`src/rtl/sensor_scan_ctrl_if.sv`:
```
// Shared sensor bus plus the frame handshake toward the averaging block.
// master = scan controller, slave = sensors/averager side.
interface sensor_scan_ctrl_if;
    logic [1:0] sens_sel;
    logic       sens_req;
    logic       sens_ack;
    logic [7:0] sens_data;
    logic [7:0] s1_out;
    logic [7:0] s2_out;
    logic [7:0] s3_out;
    logic [7:0] s4_out;
    logic [3:0] fault;
    logic       frame_valid;
    logic       frame_ready;

    modport master (
        output sens_sel, sens_req, s1_out, s2_out, s3_out, s4_out, fault, frame_valid,
        input  sens_ack, sens_data, frame_ready
    );

    modport slave (
        input  sens_sel, sens_req, s1_out, s2_out, s3_out, s4_out, fault, frame_valid,
        output sens_ack, sens_data, frame_ready
    );
endinterface

```
`src/rtl/sensor_scan_ctrl.sv`:
```
// Polls four level sensors in turn, captures one 8-bit reading each, and hands
// the frame downstream over valid/ready. Optional macro SENSOR_AUTOSCAN_EN adds periodic self-triggering.
module sensor_scan_ctrl #(
    parameter int TIMEOUT     = 16,
    parameter int SCAN_PERIOD = 1000
) (
    input  logic                clk,
    input  logic                rst_n,
    input  logic                start,
    output logic                busy,
    sensor_scan_ctrl_if.master  bus
);
    localparam logic [1:0] IDLE = 2'd0;
    localparam logic [1:0] REQ  = 2'd1;
    localparam logic [1:0] WAIT = 2'd2;
    localparam logic [1:0] DONE = 2'd3;

    logic [1:0]       state;
    logic [1:0]       idx;
    logic [7:0]       cnt;
    logic [3:0][7:0]  slots;
    logic [3:0]       fault_r;
    logic             trig;
    logic             slot_end;

`ifdef SENSOR_AUTOSCAN_EN
    localparam int PW = (SCAN_PERIOD > 1) ? $clog2(SCAN_PERIOD) : 1;
    logic [PW-1:0] period_cnt;
    logic          wrap;

    assign wrap = (period_cnt == PW'(SCAN_PERIOD - 1));

    always_ff @(posedge clk) begin
        if (!rst_n)
            period_cnt <= '0;
        else if (wrap)
            period_cnt <= '0;
        else
            period_cnt <= period_cnt + 1'b1;
    end

    assign trig = start | wrap;
`else
    assign trig = start;
`endif

    // An ack on the final allowed cycle still counts as a valid reading.
    assign slot_end = bus.sens_ack || (cnt == 8'(TIMEOUT - 1));

    always_ff @(posedge clk) begin
        if (!rst_n) begin
            state   <= IDLE;
            idx     <= 2'd0;
            cnt     <= 8'd0;
            slots   <= '0;
            fault_r <= 4'd0;
        end else begin
            case (state)
                IDLE: begin
                    if (trig) begin
                        state   <= REQ;
                        idx     <= 2'd0;
                        fault_r <= 4'd0;
                    end
                end
                REQ: begin
                    cnt   <= 8'd0;
                    state <= WAIT;
                end
                WAIT: begin
                    if (slot_end) begin
                        slots[idx] <= bus.sens_ack ? bus.sens_data : 8'd0;
                        if (!bus.sens_ack)
                            fault_r[idx] <= 1'b1;
                        if (idx == 2'd3) begin
                            state <= DONE;
                        end else begin
                            idx   <= idx + 2'd1;
                            state <= REQ;
                        end
                    end else begin
                        cnt <= cnt + 8'd1;
                    end
                end
                DONE: begin
                    if (bus.frame_ready)
                        state <= IDLE;
                end
                default: state <= IDLE;
            endcase
        end
    end

    assign busy            = (state != IDLE);
    assign bus.sens_sel    = idx;
    assign bus.sens_req    = (state == REQ);
    assign bus.frame_valid = (state == DONE);
    assign bus.fault       = fault_r;
    assign bus.s1_out      = slots[0];
    assign bus.s2_out      = slots[1];
    assign bus.s3_out      = slots[2];
    assign bus.s4_out      = slots[3];
endmodule
```
`src/flat_wrapper.sv`:
```
// flat-port wrapper written by rule: the top's interface ports become plain ports
module sensor_scan_ctrl_flat 
#(
    parameter int TIMEOUT     = 16,
    parameter int SCAN_PERIOD = 1000
)
  (clk, rst_n, start, busy, bus_sens_sel, bus_sens_req, bus_s1_out, bus_s2_out, bus_s3_out, bus_s4_out, bus_fault, bus_frame_valid, bus_sens_ack, bus_sens_data, bus_frame_ready);
  sensor_scan_ctrl_if bus_i ();
  input  logic clk;
  input  logic rst_n;
  input  logic start;
  output logic busy;
  output wire logic [$bits(bus_i.sens_sel)-1:0] bus_sens_sel;
  output wire logic [$bits(bus_i.sens_req)-1:0] bus_sens_req;
  output wire logic [$bits(bus_i.s1_out)-1:0] bus_s1_out;
  output wire logic [$bits(bus_i.s2_out)-1:0] bus_s2_out;
  output wire logic [$bits(bus_i.s3_out)-1:0] bus_s3_out;
  output wire logic [$bits(bus_i.s4_out)-1:0] bus_s4_out;
  output wire logic [$bits(bus_i.fault)-1:0] bus_fault;
  output wire logic [$bits(bus_i.frame_valid)-1:0] bus_frame_valid;
  input wire logic [$bits(bus_i.sens_ack)-1:0] bus_sens_ack;
  input wire logic [$bits(bus_i.sens_data)-1:0] bus_sens_data;
  input wire logic [$bits(bus_i.frame_ready)-1:0] bus_frame_ready;
  assign bus_sens_sel = bus_i.sens_sel;
  assign bus_sens_req = bus_i.sens_req;
  assign bus_s1_out = bus_i.s1_out;
  assign bus_s2_out = bus_i.s2_out;
  assign bus_s3_out = bus_i.s3_out;
  assign bus_s4_out = bus_i.s4_out;
  assign bus_fault = bus_i.fault;
  assign bus_frame_valid = bus_i.frame_valid;
  assign bus_i.sens_ack = bus_sens_ack;
  assign bus_i.sens_data = bus_sens_data;
  assign bus_i.frame_ready = bus_frame_ready;
  sensor_scan_ctrl #(.TIMEOUT(TIMEOUT), .SCAN_PERIOD(SCAN_PERIOD)) u_core (.clk(clk), .rst_n(rst_n), .start(start), .busy(busy), .bus(bus_i));
endmodule
```
`config.mk`:
```
export PLATFORM = sky130hd
export DESIGN_NAME = sensor_scan_ctrl_flat
export DESIGN_NICKNAME = d
export VERILOG_FILES = /design/src/rtl/sensor_scan_ctrl_if.sv /design/src/rtl/sensor_scan_ctrl.sv /design/src/flat_wrapper.sv
export SDC_FILE = /design/constraint.sdc
export NUM_CORES = 1
export LEC_CHECK = 0
export CAP_MARGIN = 30
export CELL_PAD_IN_SITES_DETAIL_PLACEMENT = 1
export CELL_PAD_IN_SITES_GLOBAL_PLACEMENT = 1
export CORE_UTILIZATION = 38
export CTS_BUF_LIST = sky130_fd_sc_hd__clkbuf_8 sky130_fd_sc_hd__clkbuf_16
export DETAILED_ROUTE_END_ITERATION = 7
export PLACE_DENSITY_LB_ADDON = 0.1
export SLEW_MARGIN = 20
export SYNTH_ARGS = -nofsm -noshare
export SYNTH_HDL_FRONTEND = slang
export SYNTH_SLANG_ARGS = --single-unit
export TNS_END_PERCENT = 1
```
`constraint.sdc`:
```
create_clock -name clk -period 3.9 [get_ports clk]
set_clock_uncertainty 0.05 [all_clocks]
set_input_delay 0.585 -clock clk [delete_from_list [all_inputs] [get_ports clk]]
set_output_delay 0.585 -clock clk [all_outputs]
set_load 0.01 [all_outputs]
```
==> results.py <==
metrics = {
    "final_layout": {
        "finish.utilization_pct": 54.5,
        "layoutNonFillerInstCount": 324,
        "num_antenna_cells": 0,
        "syn_to_final_growth_pct": 34.0,
        "design_area_sq_um": 2660,
        "final_nets": 274,
        "drive_gt1_share_pct": 7.00,
    },
    "clock_network": {
        "post_cts_resized": 0,
        "clk_path_buf_depth": 2,
        "ctsHtreeMaxLevel": 2,
        "root_buffer": "clkbuf_8",
        "hold_buffers": 0,
        "post-cts-setup-buffers": 0,
        "cts_sinks": 48,
        "clkTransAtPathRegs_ps": 90,
        "cts_tree": "done",
        "cts_buffers": 5,
        "clock_latency_ps": 290,
    },
    "placed_design": {
        "portBuffers": 53,
        "place.gp.congestion": 0.712,
        "dp_hpwl_mm": 3.63,
        "postPlaceCellArea_sq_um": 2560,
        "placed_cells": 316,
    },
    "sta": {
        "tightest_slew_ps": 669,
        "slew_headroom_pct": 55.3,
        "rsz0062_at_grt": "false",
        "slew_violations": 0,
        "period_share_pct": 61.2,
        "max_freq_mhz": 419,
        "hold_viol_final": 0,
        "tns_ps": 0,
        "setup_viol": 0,
        "period_needed_ps": 2390,
    },
    "min_path": {
        "holdPathStages": 2,
        "min_from": "u_core.bus.s2_out[6]$_SDFFE_PN0P_",
        "hp-class": "reg2reg",
    },
    "setup_path": {
        "path_class": "reg2out",
        "cpMaxStageDelayCell": "dfxtp_1",
        "path_cells": "nand2b_1, inv_1, clkdlybuf4s50_1",
        "path_max_fanout": 11,
        "path_buf_inv": 2,
        "startpoint_type": "register",
        "crit_arrival_ps": 1750,
        "startpoint": "u_core.state[1]$_SDFFE_PN0P_",
        "crit_path_end_kind": "output port",
        "cp_top_family": "buffers and inverters",
        "max_stage_delay_ps": 500,
        "cp.required_ps": 3260,
        "worst-path-stages": 3,
        "ff2ff_path_depth": 4,
        "r2r-start": "u_core.state[1]$_SDFFE_PN0P_",
    },
    "die": {
        "dieArea_sq_um": 5520,
        "floorplan.rows": 25,
        "die_y_um": 74.3,
        "ios": 54,
        "core_sq_um": 4880,
        "die_x_um": 74.3,
        "start_util_pct": 40.7,
    },
    "synthesis": {
        "synth.cell_area_sq_um": 1980,
        "yosysSeqAreaShare_pct": 48.4,
        "synth_cell_type_count": 40,
        "yosysWarnings": 0,
        "synthArstFlopShare_pct": 0,
        "synthTopCellsByArea": "dfxtp_1, mux2i_1, nand2_1",
        "syn_nets": 221,
        "yosysMostFrequentCell": "dfxtp_1",
        "synth_top_area_cell": "dfxtp_1",
        "synthesis.instances": 203,
        "avgSynthCellArea_sq_um": 9.78,
        "netlist.area_leader.share_pct": 48.4,
        "synthFlopType": "dfxtp_1",
        "synthTopCellsByCount": "dfxtp_1, nand2_1, mux2i_1, inv_1",
        "ys_ff_latch": 48,
        "synth-edff-count": 0,
    },
    "routing": {
        "firstDrtPassIters": 4,
        "antenna_left": 0,
        "wire_per_inst_um": 15.5,
        "vias_per_cell": 5.15,
        "drcViolationCount": 0,
        "dr.first_iter.drc_count": 82,
        "wl_mm": 5.03,
        "num_vias": 1668,
    },
    "power": {
        "power_mw": 0.873,
        "power_density_nw_per_um2": 328,
        "vdd_drop_max_mv": 0.204,
        "p_leak_nw": 0.927,
    },
    "global_route": {
        "first_global_vias": 1639,
        "antenna_found_initial": 0,
        "grt_overflow": 0,
        "grt_use_total_pct": 19.3,
        "grt_pass1_wl_mm": 7.98,
        "grt_max_degree": 22,
    },
    "job": {
        "maxCapViolations": 0,
    },
    "run_status": {
        "outcome": "complete, no violations",
    },
}
placed cells by master, fill, tap and decap left out:
master and n:
nand2_1 42, nand3_1 6, and2_1 2, or2_2 1, a21oi_2 1, a21oi_1 6
or3_1 1, and3_1 5, nand2b_1 1, a21o_4 1, ha_1 5, o2111ai_1 2
o41ai_1 2, inv_1 9, buf_4 1, a211oi_1 1, a2bb2o_1 1, a2111oi_0 1
o31ai_1 1, nand4_1 3, or3b_1 1, nor2_4 2, dfxtp_1 48, clkdlybuf4s50_1 53
mux2i_1 26, nor4_4 1, nor2b_1 1, mux2_2 2, a31oi_1 2, clkinvlp_4 1
nand2_2 1, o22ai_1 1, o21ai_0 1, o21a_1 2, nor2_1 7, nor2_2 1
a41o_1 1, nor3b_1 1, clkbuf_8 6, o2bb2ai_1 7
where the power goes:
group          total, mW  switching, mW  leakage (nW)  internal (mW)
Combinational     0.0723         0.0396         0.492         0.0327
Sequential         0.500        0.00602         0.387          0.494
Clock              0.301          0.159        0.0486          0.142
Total              0.873          0.205         0.927          0.668
final timing paths:
kind                                  endpoint  slack [ps]
max                               bus_sens_req        1510
min          u_core.bus.s2_out[6]$_SDFFE_PN0P_         420
max reg2reg  u_core.bus.s4_out[6]$_SDFFE_PN0P_        1960
min reg2reg  u_core.bus.s2_out[6]$_SDFFE_PN0P_         420
cell type report:
type,count,area [sq um]
inverters,8,30.0
clock inverters,2,11.3
multi-input cells,139,952
fillers,579,2220
well taps,67,83.8
flip-flops and latches,48,961
repair buffers,54,538
clock buffers,6,82.6
tightest hold or removal path: stages (launching register included):
cell and delay, ps:
dfxtp_1 320, nand2_1 50, mux2i_1 50
layer usage:
layer / share of wire, % / track usage, % / vias up / wire length (um)
met4: 1.1 / 6.29 / 0 / 57
met1: 48 / 25.8 / 805 / 2440
met5: 0 / 0 / - / 0
met3: 3.5 / 3.93 / 6 / 177
li1: - / - / 821 / -
met2: 47 / 31.3 / 36 / 2360
kinds of logic after synthesis:
kind of cell / after synthesis / share of synthesized area [%]
and+or+nand+nor: 76 / 18.9
DFF: 48 / 48.4
AOI/OAI and AO/OA: 30 / 11.7
muxes: 28 / 14.2
buffers and inverters: 16 / 3.59
adders and majority gates: 5 / 3.15
sequential cells by signal, indices dropped and copies added (netlist names):
register	cells
u_core.bus.s1_out	8
u_core.bus.s2_out	8
u_core.bus.s3_out	8
u_core.bus.s4_out	8
u_core.cnt	8
u_core.bus.fault	4
u_core.bus.sens_sel	2
u_core.state	2
through the flow:
stage / hold slack, ps / worst slack, ps
CTS: 418 / 1500
detailed placement: 402 / 1380
floorplan: 410 / 2170
global placement: 395 / 1430
global route: 434 / 1410
finish: 415 / 1510
Power figures use the tool's default switching activity.
